**config.mk**
```make
export PLATFORM = sky130hd
export DESIGN_NAME = top_002
export DESIGN_NICKNAME = d
export VERILOG_FILES = /design/src/rtl/top_002.sv
export SDC_FILE = /design/constraint.sdc
export NUM_CORES = 1
export LEC_CHECK = 0
export BUFFER_PORTS_ARGS = -buffer_cell sky130_fd_sc_hd__buf_4
export CAP_MARGIN = 20
export CORE_MARGIN = 8
export CORE_UTILIZATION = 47
export DETAILED_ROUTE_END_ITERATION = 10
export SLEW_MARGIN = 20
export SYNTH_ARGS = -nofsm -noshare
export SYNTH_HDL_FRONTEND = slang
export SYNTH_SLANG_ARGS = --single-unit
```
**constraint.sdc**
```tcl
create_clock -name CLK -period 2.2 [get_ports CLK]
set_input_delay 0 -clock CLK [delete_from_list [all_inputs] [get_ports CLK]]
set_output_delay 0 -clock CLK [all_outputs]
set_load 0.05 [all_outputs]
```
**src/rtl/top_002.sv**
```systemverilog
// COA_CPU demo top: multi-cycle triangular-sum datapath (S = 1+..+Data) shown on a
// 4-digit multiplexed 7-segment display. Define LEADING_ZERO_BLANK_EN to blank leading zeros.
module top_002 #(
    parameter int SCAN_DIV = 16
) (
    input  logic       CLK,
    input  logic       RST,
    input  logic [7:0] Data,
    output logic [7:0] Dis,
    output logic [3:0] Cs
);

    localparam int SCAN_W = (SCAN_DIV > 1) ? $clog2(SCAN_DIV) : 1;
    localparam logic [SCAN_W-1:0] SCAN_LAST = SCAN_W'(SCAN_DIV - 1);

    typedef enum logic [1:0] {
        ST_LOAD = 2'd0,
        ST_RUN  = 2'd1,
        ST_DONE = 2'd2
    } state_t;

    state_t      state_reg, state_next;
    logic [15:0] acc_reg, acc_next;
    logic [7:0]  cnt_reg, cnt_next;
    logic [15:0] res_reg, res_next;
    logic [7:0]  nsave_reg, nsave_next;

    logic [SCAN_W-1:0] scan_reg;
    logic [1:0]        idx_reg;
    logic [3:0]        cs_reg;
    logic [7:0]        dis_reg;
    logic [7:0]        digit_seg [4];

    function automatic logic [7:0] hex2seg(input logic [3:0] h);
        logic [7:0] s;
        case (h)
            4'h0: s = 8'hC0;
            4'h1: s = 8'hF9;
            4'h2: s = 8'hA4;
            4'h3: s = 8'hB0;
            4'h4: s = 8'h99;
            4'h5: s = 8'h92;
            4'h6: s = 8'h82;
            4'h7: s = 8'hF8;
            4'h8: s = 8'h80;
            4'h9: s = 8'h90;
            4'hA: s = 8'h88;
            4'hB: s = 8'h83;
            4'hC: s = 8'hC6;
            4'hD: s = 8'hA1;
            4'hE: s = 8'h86;
            default: s = 8'h8E;
        endcase
        return s;
    endfunction

    always_ff @(posedge CLK or negedge RST) begin
        if (!RST) begin
            state_reg <= ST_LOAD;
            acc_reg   <= 16'h0000;
            cnt_reg   <= 8'h00;
            res_reg   <= 16'h0000;
            nsave_reg <= 8'h00;
        end else begin
            state_reg <= state_next;
            acc_reg   <= acc_next;
            cnt_reg   <= cnt_next;
            res_reg   <= res_next;
            nsave_reg <= nsave_next;
        end
    end

    // res is written only when the count is exhausted, so the display never shows a partial sum.
    always_comb begin
        state_next = state_reg;
        acc_next   = acc_reg;
        cnt_next   = cnt_reg;
        res_next   = res_reg;
        nsave_next = nsave_reg;
        case (state_reg)
            ST_LOAD: begin
                cnt_next   = Data;
                nsave_next = Data;
                acc_next   = 16'h0000;
                state_next = ST_RUN;
            end
            ST_RUN: begin
                if (cnt_reg != 8'h00) begin
                    acc_next = acc_reg + {8'h00, cnt_reg};
                    cnt_next = cnt_reg - 8'd1;
                end else begin
                    res_next   = acc_reg;
                    state_next = ST_DONE;
                end
            end
            ST_DONE: begin
                if (Data != nsave_reg) begin
                    state_next = ST_LOAD;
                end
            end
            default: state_next = ST_LOAD;
        endcase
    end

    genvar gi;
    generate
        for (gi = 0; gi < 4; gi++) begin : g_digit
`ifdef LEADING_ZERO_BLANK_EN
            if (gi == 0) begin : g_lsd
                assign digit_seg[gi] = hex2seg(res_reg[3:0]);
            end else begin : g_upper
                // Blank only when this digit and all more significant digits are zero.
                assign digit_seg[gi] = (res_reg[15:4*gi] == '0) ? 8'hFF
                                                                : hex2seg(res_reg[4*gi +: 4]);
            end
`else
            assign digit_seg[gi] = hex2seg(res_reg[4*gi +: 4]);
`endif
        end
    endgenerate

    // Cs and Dis come from the same index on the same edge so they can never disagree.
    always_ff @(posedge CLK or negedge RST) begin
        if (!RST) begin
            scan_reg <= '0;
            idx_reg  <= 2'd0;
            cs_reg   <= 4'b1111;
            dis_reg  <= 8'hFF;
        end else begin
            if (scan_reg == SCAN_LAST) begin
                scan_reg <= '0;
                idx_reg  <= idx_reg + 2'd1;
            end else begin
                scan_reg <= scan_reg + SCAN_W'(1);
            end
            cs_reg  <= ~(4'b0001 << idx_reg);
            dis_reg <= digit_seg[idx_reg];
        end
    end

    assign Cs  = cs_reg;
    assign Dis = dis_reg;

endmodule

```
==> summary.txt <==
Status
  – Outcome: finished, final reports clean

STA
  – Max-slew headroom: 43.9%
  – Final Hold Fails: 0
  – Final min period: 2.12 ns
  – Max Fclk: 0.472 GHz
  – Final period util: 96.3%
  – RSZ-0062 raised after global routing: no
  – Hold Slack: 0.292 ns
  – Clk_skew: 0.00851 ns
  – Final setup violation count: 0
  – Worst slew pin tran: 0.842 ns
  – Fin Setup TNS: 0 ns
  – Slew Limit Fails: 0

Power
  – Comb power frac: 48.2%
  – Clock power frac: 18.0%
  – Sw Ratio: 40.3%
  – Switching power: 2.54 mW
  – Pwr Total: 6.30 mW
  – Pint: 3.76 mW
  – Power per cell area: 1270 mW/mm2
  – VDD IR max: 0.000603 V
  – Seq pwr share: 33.8%
  – P_leak: 2.24 nW

Logic synthesis
  – Syn Area/Cell: 9.83 um2
  – Mapped Area: 0.00434 mm2
  – EDFF count, synth: 0
  – Sequential-to-total area share from yosys stat: 39.0%
  – Synth Register Bits: 67
  – Asr flop ratio synth: 100%
  – Ys Warns: 0
  – Top_reg_cell synth: dfrtp_1
  – Synth Instances: 441
  – Post-synthesis cell type count: 58
  – Post-Syn Nets: 491

Worst setup path
  – Worst path arrival time: 2.35 ns
  – CP endpoint kind: flop
  – R2R depth: 10
  – Worst setup path startpoint: cnt_reg[0]$_DFFE_PN0P_
  – R2r setup slk: 0.08 ns
  – Reg-to-Reg Start: cnt_reg[0]$_DFFE_PN0P_
  – Critical path type: flop to flop
  – Crit path max fanout: 8
  – End of the worst register-to-register path: acc_reg[12]$_DFFE_PN0P_
  – Required time worst endpoint: 2.43 ns
  – Worst setup path end: acc_reg[12]$_DFFE_PN0P_
  – CP startpoint kind: flop

Die
  – Initial core utilization: 47.6%
  – Die height: 112 um
  – # IOs: 22
  – Row Count: 35
  – Core Area: 0.00911 mm2
  – Die Span X: 112 um
  – Die ar.: 0.0126 mm2

Clock network
  – TritonCTS Buffers: 9
  – H-tree Lvls: 3
  – CTS tree: built
  – Clk buf depth: 2
  – Clock transition at the registers of the reported paths: 0.08 ns
  – CTS sink count: 67
  – CTS root buf: clkbuf_8
  – Insertion delay to the later sink of the worst-skew pair: 0.34 ns

Detailed routing
  – Post-Route WL: 8880 um
  – ANT nets after route: 0
  – Routed len/inst: 15.0 um
  – DR pass1 iterations: 4
  – DR iter-0 viols: 126
  – Vias per inst: 5.46
  – Total number of vias: 3,229
  – DR DRC count: 0

Global routing
  – Tot GR Track Use: 15.0%
  – Global-route wire length before repair: 15,400 um
  – Total grt overflow: 0
  – Number of global-route vias before repair: 3,217
  – Largest net degree at the start of global routing: 68
  – Initial antenna violation count: 0

Hold path
  – HP Class: input pin to async pin

Flow run
  – MaxCap Viol Count: 0

Placed design
  – DPL Wire Length: 6500 um
  – Buffers on Ports: 20
  – Placer's final routability congestion estimate: 0.868

Cells and area
  – Antenna cells: 0
  – # nets final: 525
  – Commonest non-fill, non-tap cell in the layout: dfrtp_1
  – Ratio of cells with drive above 1 in the final layout: 22.5%
  – Area added between synthesis and finish: 14.5%
  – Most frequent cells in the layout: dfrtp_1 (56), nand2_1 (52), ha_1 (38)
-- through the flow --
stage          cell area (um2)  worst slack [ns]  std cells  util [%]
2_1_floorplan             4340             0.216        441         -
3_3_place_gp              4610             0.115        563      50.7
3_5_place_dp              4610            0.0327        563      50.7
4_1_cts                   4930            0.0101        588      54.1
5_1_grt                   4960           0.00901        591      54.5
6_report                  4960            0.0824        591      54.5
-- cell type report --
cell class,count,area [um2]
Tap cell,111,139
Sequential cell,67,1690
Fill cell,812,4150
Inverter,29,110
Timing Repair Buffer,43,345
Clock buffer,9,124
Clock inverter,7,92.6
Multi-Input combinational cell,325,2460
-- cells in the mapped netlist, drive strengths merged, types with 2 or more instances --
cell type | count | area (um2)
nor2 | 32 | 120
nor4 | 3 | 18.8
xor2 | 7 | 61.3
nand2 | 52 | 195
a221o | 2 | 20.0
a21oi | 16 | 80.1
mux2 | 21 | 236
or3b | 2 | 17.5
nand4 | 2 | 18.8
nand3b | 2 | 15.0
mux2i | 12 | 120
a22o | 3 | 26.3
nor3 | 8 | 45.0
clkbuf | 14 | 52.6
or3 | 2 | 12.5
or4 | 4 | 30.0
o21ai | 34 | 174
xnor2 | 11 | 96.3
a31oi | 3 | 18.8
ha | 39 | 488
a32oi | 5 | 43.8
dfrtp | 56 | 1400
inv | 28 | 105
buf | 6 | 40.0
nand2b | 9 | 56.3
a211oi | 3 | 22.5
nor2b | 2 | 12.5
a21o | 4 | 37.5
o22ai | 3 | 18.8
nand3 | 12 | 60.1
dfstp | 11 | 289
a221oi | 3 | 32.5
o211ai | 5 | 37.5
and3 | 3 | 18.8
mux4 | 8 | 180
-- layer usage --
metal  track usage, %  routed length, um
met2             24.3               4220
met4             5.94                184
met3             4.35                461
met5                0                  0
met1             18.4               4010
-- timing repair --
action	4_1_cts	5_1_grt
setup buffers	0	3
hold buffers	9	0
resized for setup	1	5
endpoints found under the hold margin	72	0
setup endpoints to repair	1	2
pin swaps	0	1
-- worst min path at each step --
stage          slack (ns)                endpoint  depth (start not counted)
6_report             0.29  idx_reg[0]$_DFFE_PN0N_                          2
5_1_grt              0.39  idx_reg[0]$_DFFE_PN0N_                          2
4_1_cts              0.32  idx_reg[0]$_DFFE_PN0N_                          2
3_5_place_dp         0.16  idx_reg[0]$_DFFE_PN0N_                          1
3_3_place_gp         0.15  idx_reg[0]$_DFFE_PN0N_                          1
2_1_floorplan       -0.30  acc_reg[0]$_DFFE_PN0P_                          0
-- logic make-up (layout without fill, tap and decap cells) --
kind of cell | Yosys count | in the layout | synth area share (%)
AND/OR/NAND/NOR | 137 | 137 | 15.3
AO/OA/AOI/OAI | 88 | 88 | 13.2
flip-flops | 67 | 67 | 39.0
buffers and inverters | 49 | 88 | 4.68
multiplexers | 41 | 41 | 12.4
adder cells (fa/ha/maj) | 40 | 40 | 11.7
XOR/XNOR | 18 | 18 | 3.64
other | 1 | 1 | 0.0865
-- power groups by stage --
stage	Sequential [mW]	Combinational, mW	Clock (mW)
2_1_floorplan	1.98	2.34	0
3_3_place_gp	2.13	2.88	0
3_5_place_dp	2.15	2.95	0
4_1_cts	2.13	2.98	1.16
5_1_grt	2.21	3.43	1.23
6_report	2.13	3.04	1.13
-- worst max-delay path, cell delays in order, from the launching register on --
cell and delay, ns:
dfrtp_1 0.41, inv_2 0.09, ha_2 0.19, nor4b_4 0.25
and2_4 0.21, a21o_4 0.18, clkinv_2 0.12, o21ai_2 0.10
and4bb_2 0.27, xnor2_1 0.13, nor2_1 0.05
Power figures use the tool's default switching activity.
